File: src/rtl/bus_arbiter.sv
// Round-robin bus arbiter with a one-cycle turnaround between owners.
// Optional transfer watchdog enabled by defining BUS_ARBITER_TIMEOUT_EN.
module bus_arbiter #(
  parameter  int MASTERS        = 2,
  parameter  int TIMEOUT_CYCLES = 1024,
  localparam int IDW            = (MASTERS > 2) ? $clog2(MASTERS) : 1
) (
  input  logic               clk,
  input  logic               rst,
  input  logic [MASTERS-1:0] bus_req,
  output logic [MASTERS-1:0] bus_grant,
  input  logic               rd_bus,
  input  logic               wr_bus,
  input  logic               fc_bus,
  output logic               bus_busy,
  output logic [IDW-1:0]     grant_id,
  output logic               timeout_err
);

  localparam logic [1:0]     S_IDLE    = 2'd0;
  localparam logic [1:0]     S_GRANTED = 2'd1;
  localparam logic [1:0]     S_RELEASE = 2'd2;
  localparam logic [IDW-1:0] LAST_ID   = IDW'(MASTERS - 1);

  logic [1:0]         state_q, state_d;
  logic [MASTERS-1:0] grant_q, grant_d;
  logic               busy_q, busy_d;
  logic [IDW-1:0]     gid_q, gid_d;
  logic [IDW-1:0]     ptr_q, ptr_d;
  logic [IDW-1:0]     ptr_nxt_s;
  logic [MASTERS-1:0] elig_s;
  logic               owner_req_s;
  logic               wd_fire_s;
  logic               pick_vld_s;
  logic [IDW-1:0]     pick_id_s;
  logic [IDW:0]       sum_s;
  logic [IDW-1:0]     idx_s;

  assign owner_req_s = bus_req[gid_q];
  assign ptr_nxt_s   = (gid_q == LAST_ID) ? '0 : gid_q + IDW'(1);

`ifdef BUS_ARBITER_TIMEOUT_EN
  localparam int             CW       = $clog2(TIMEOUT_CYCLES + 1);
  localparam logic [CW-1:0]  WD_LIMIT = CW'(TIMEOUT_CYCLES);

  logic [CW-1:0]      wd_q, wd_d;
  logic [MASTERS-1:0] mask_q, mask_d;
  logic               tout_q;

  // An offender stays masked until its request has been seen low once.
  assign wd_fire_s = (state_q == S_GRANTED) && owner_req_s && (wd_q == WD_LIMIT);
  assign elig_s    = bus_req & ~mask_q;
  assign mask_d    = (mask_q & bus_req) | (wd_fire_s ? grant_q : '0);

  // Watchdog counts only stalled transfers: strobe active, no completion.
  always_comb begin
    if ((state_q != S_GRANTED) || fc_bus || !(rd_bus || wr_bus) || (wd_q == WD_LIMIT)) begin
      wd_d = '0;
    end else begin
      wd_d = wd_q + CW'(1);
    end
  end

  // Watchdog state registers.
  always_ff @(posedge clk) begin
    if (!rst) begin
      wd_q   <= '0;
      mask_q <= '0;
      tout_q <= 1'b0;
    end else begin
      wd_q   <= wd_d;
      mask_q <= mask_d;
      tout_q <= wd_fire_s;
    end
  end

  assign timeout_err = tout_q;
`else
  logic unused_s;
  assign unused_s    = (^{rd_bus, wr_bus, fc_bus}) ^ (TIMEOUT_CYCLES > 0);
  assign wd_fire_s   = 1'b0;
  assign elig_s      = bus_req;
  assign timeout_err = 1'b0;
`endif

  // First eligible requester at or after the pointer; lowest offset wins.
  always_comb begin
    pick_vld_s = 1'b0;
    pick_id_s  = '0;
    sum_s      = '0;
    idx_s      = '0;
    for (int i = MASTERS - 1; i >= 0; i--) begin
      sum_s      = {1'b0, ptr_q} + (IDW + 1)'(i);
      idx_s      = (sum_s >= (IDW + 1)'(MASTERS)) ? IDW'(sum_s - (IDW + 1)'(MASTERS)) : IDW'(sum_s);
      pick_id_s  = elig_s[idx_s] ? idx_s : pick_id_s;
      pick_vld_s = pick_vld_s | elig_s[idx_s];
    end
  end

  // Arbitration state machine.
  always_comb begin
    state_d = state_q;
    grant_d = grant_q;
    busy_d  = busy_q;
    gid_d   = gid_q;
    ptr_d   = ptr_q;
    case (state_q)
      S_IDLE: begin
        if (pick_vld_s) begin
          state_d = S_GRANTED;
          grant_d = {{(MASTERS - 1){1'b0}}, 1'b1} << pick_id_s;
          busy_d  = 1'b1;
          gid_d   = pick_id_s;
        end else begin
          state_d = S_IDLE;
        end
      end
      S_GRANTED: begin
        if (!owner_req_s || wd_fire_s) begin
          state_d = S_RELEASE;
          grant_d = '0;
          busy_d  = 1'b0;
          ptr_d   = ptr_nxt_s;
        end else begin
          state_d = S_GRANTED;
        end
      end
      S_RELEASE: begin
        state_d = S_IDLE;
      end
      default: begin
        state_d = S_IDLE;
        grant_d = '0;
        busy_d  = 1'b0;
      end
    endcase
  end

  // Arbiter registers; all outputs come straight from here.
  always_ff @(posedge clk) begin
    if (!rst) begin
      state_q <= S_IDLE;
      grant_q <= '0;
      busy_q  <= 1'b0;
      gid_q   <= '0;
      ptr_q   <= '0;
    end else begin
      state_q <= state_d;
      grant_q <= grant_d;
      busy_q  <= busy_d;
      gid_q   <= gid_d;
      ptr_q   <= ptr_d;
    end
  end

  assign bus_grant = grant_q;
  assign bus_busy  = busy_q;
  assign grant_id  = gid_q;

endmodule

File: config.mk
export PLATFORM = sky130hd
export DESIGN_NAME = bus_arbiter
export DESIGN_NICKNAME = d
export VERILOG_FILES = /design/src/rtl/bus_arbiter.sv
export SDC_FILE = /design/constraint.sdc
export NUM_CORES = 1
export LEC_CHECK = 0
export ABC_CLOCK_PERIOD_IN_PS = 1400
export CORE_AREA = 2 2 39 41
export CTS_CLUSTER_DIAMETER = 120
export DETAILED_ROUTE_END_ITERATION = 16
export DIE_AREA = 0 0 41 43
export PLACE_DENSITY_LB_ADDON = 0.12
export SLEW_MARGIN = 20
export SYNTH_ARGS = -nofsm -noshare
export SYNTH_HDL_FRONTEND = slang
export SYNTH_SLANG_ARGS = --single-unit
export TNS_END_PERCENT = 100
File: constraint.sdc
create_clock -name clk -period 1.4 [get_ports clk]
set_input_delay 0.42 -clock clk [delete_from_list [all_inputs] [get_ports clk]]
set_output_delay 0.42 -clock clk [all_outputs]
set_load 0.01 [all_outputs]
==> results.yml <==
global_routing:
  grt_util_met1_pct: 13.0
  antenna_found_initial: 0
  grt_use_met2_pct: 17.8
  grt-ovfl-total: 0
  first_global_vias: 328
  use_met3_pct: 3.14
  grt_max_degree: 10
  grt_busiest_layer: "met2"
  grtUsageTotal_pct: 11.9
  grt_pass1_wl_um: 1360
finish:
  layout.nets: 61
  final_cell_mix: "dfxtp_1 (7), dlygate4sd2_1 (5), buf_4 (5)"
  n_antenna_cell: 0
  final_layout_size_suffix_gt1_share_pct: 18.9
  mostFrequentLayoutCell: "dfxtp_1"
  area_growth_pct: 41.3
  layout.cells.non_filler: 69
die:
  ios: 12
  dieArea_um2: 1760
  fp.dieH_um: 43
  die_w_um: 41
  rows: 14
  start_util_pct: 25.0
  core_region_area_um2: 1380
worst_hold_path:
  min_delay_path_depth: 2
  hold_end: "bus_busy"
  hold_path_class: "reg2reg"
  min-delay-start: "bus_busy"
clock_tree:
  clk_latency_ns: 0.26
  htreeDepth: 1
  cts_buffers: 3
  cts-root-buf: "clkbuf_4"
  cts_hold_buf: 0
  cts_tree: "built"
  cts.path.max_buffers: 2
  clkSlewWorstSetupHoldPaths_ns: 0.06
  cts_sinks: 7
yosys:
  yosysWarnings: 0
  synth_cell_types: 25
  synthCells: 38
  synth_top_area_share_pct: 40.6
  avgSynthCellArea_um2: 9.09
  netlist_area_um2: 345
  synth_area_leaders: "dfxtp_1 (41%), nand2b_1 (5.4%), o21bai_1 (4.3%), mux2i_2 (4.0%), nor3b_2 (3.6%)"
  ys_seq_elements: 7
  syn-num-nets: 45
  ys_seq_area_share_pct: 40.6
  yosys.area.top_type: "dfxtp_1"
place:
  dpl.hpwl_um: 604
  io_buffers: 7
  gp_congestion: 0.796
  dp.cells: 65
sta:
  final.setup_skew_ns: 0.00158
  setup_viol: 0
  finalCritPeriodShare_pct: 91.8
  final_hold_viol_count: 0
  slew_viol_final: 0
  rsz0062_at_grt: "false"
  max_freq_mhz: 778
  whs_ns: 0.499
  final.min_clock_period_ns: 1.29
drt:
  drt-wirelength-per-cell_um: 12.3
  drt.antenna.violating_nets: 0
  dr.first_iter.drc_count: 10
  drc: 0
  vias: 337
  first_pass_iters: 4
  vias_per_cell: 4.88
  routed_wl_um: 846
run_status:
  status: "complete, no violations"
power:
  p_seq_share_pct: 44.1
  switching_share_pct: 27.7
  intPower_mw: 0.387
  p_per_area_nw_per_um2: 1100
  leakagePower_nw: 0.215
  ir_drop_v: 0.000391
  p_comb_share_pct: 20.1
  pwr-share-clk_pct: 35.8
  p_sw_mw: 0.148
setup_path:
  r2r-end: "bus_grant[1]"
  crit_family: "flip-flops"
  cp.arrival_ns: 0.87
  crit_required_ns: 0.98
  crit_path_start_kind: "flip-flop"
  crit_path_end_kind: "output port"
  cp.buffers_inverters: 1
  reg2reg_depth: 3
  cp_cell_sequence: "dlygate4sd2_1"
  crit_start: "bus_busy"
  cp_max_fo: 3
  regToRegStartpoint: "state_q[0]"
  r2r_setup_slack_ns: 0.16
  critPathKind: "reg2out"
  critPathSlowestCell: "dfxtp_1"
  cpPeakStageDelay_ns: 0.34
job:
  drv_cap: 0
## cells in the mapped netlist
library cell,count
dfxtp_1,7
buf_4,1
a31oi_1,1
o21bai_1,2
nor3b_2,1
or3b_1,1
nor3_1,1
and3_1,1
nor3b_1,1
o21ai_0,2
nand2_1,3
a32oi_1,1
inv_1,1
o31a_1,1
a21oi_1,2
nor2_1,1
a21boi_0,1
and3b_1,1
conb_1,1
nor2b_1,1
mux2i_2,1
or3_1,1
nand2b_1,3
a211oi_1,1
o21a_1,1
## state kept, by name (all words and copies together) (netlist names)
| signal | count |
|---|---|
| bus_busy | 1 |
| bus_grant | 2 |
| grant_id | 1 |
| ptr_q | 1 |
| state_q | 2 |
## through the flow
stage               util, %  power (mW)  instance area, µm²  TNS, ns  setup slack (ns)
floorplan                 -       0.296                 345        0             0.299
global placement       33.6       0.353                 465    -1.17            -0.262
detailed placement     33.6       0.356                 465    -1.31            -0.282
CTS                    35.1       0.542                 485        0            0.0181
global route           35.3       0.567                 488        0            0.0522
finish                 35.3       0.535                 488        0             0.115
## tightest hold or removal path, cell delays in order (launching register included)
cell      delay, ns
dfxtp_1        0.31
nand2b_1       0.07
a31oi_1        0.06
## worst max path at each step
stage                               to  slack [ns]  cells after the start
after floorplan           bus_grant[1]        0.30                      3
after global placement        bus_busy       -0.26                      4
after detailed placement      bus_busy       -0.28                      4
after CTS                     bus_busy        0.02                      4
after global routing      bus_grant[0]        0.05                      1
final                         bus_busy        0.11                      1
## layer usage
| layer | part of all wire [%] | vias up |
|---|---|---|
| met4 | 1.1 | 0 |
| met2 | 49 | 8 |
| met5 | 0 | - |
| met3 | 4.6 | 2 |
| met1 | 46 | 161 |
| li1 | - | 166 |
## logic make-up after synthesis
kind of cell / after synthesis / share of synthesized area, %
AOI/OAI and AO/OA: 12 / 23.6
buffers and inverters: 2 / 3.26
DFF: 7 / 40.6
muxes: 1 / 3.98
other: 1 / 1.09
and+or+nand+nor: 15 / 27.5
## power groups by stage
stage | combinational [mW] | sequential, mW | clock (mW)
floorplan | 0.0534 | 0.242 | 0
global placement | 0.114 | 0.239 | 0
detailed placement | 0.116 | 0.241 | 0
CTS | 0.108 | 0.236 | 0.198
global route | 0.119 | 0.239 | 0.208
finish | 0.108 | 0.236 | 0.191
## area by class of cell
type	count	area [µm²]
Multi-Input combinational cell	29	194
Inverter	1	3.75
Sequential cell	7	140
Timing Repair Buffer	12	104
Fill cell	139	896
Clock buffer	4	26.3
Tap cell	16	20.0
## what timing repair did
item	in CTS	in global routing
setup endpoints to repair	5	2
pin swaps	0	0
setup buffers	0	0
resized for setup	5	1
Note: power is estimated with default switching activity, not from simulation.
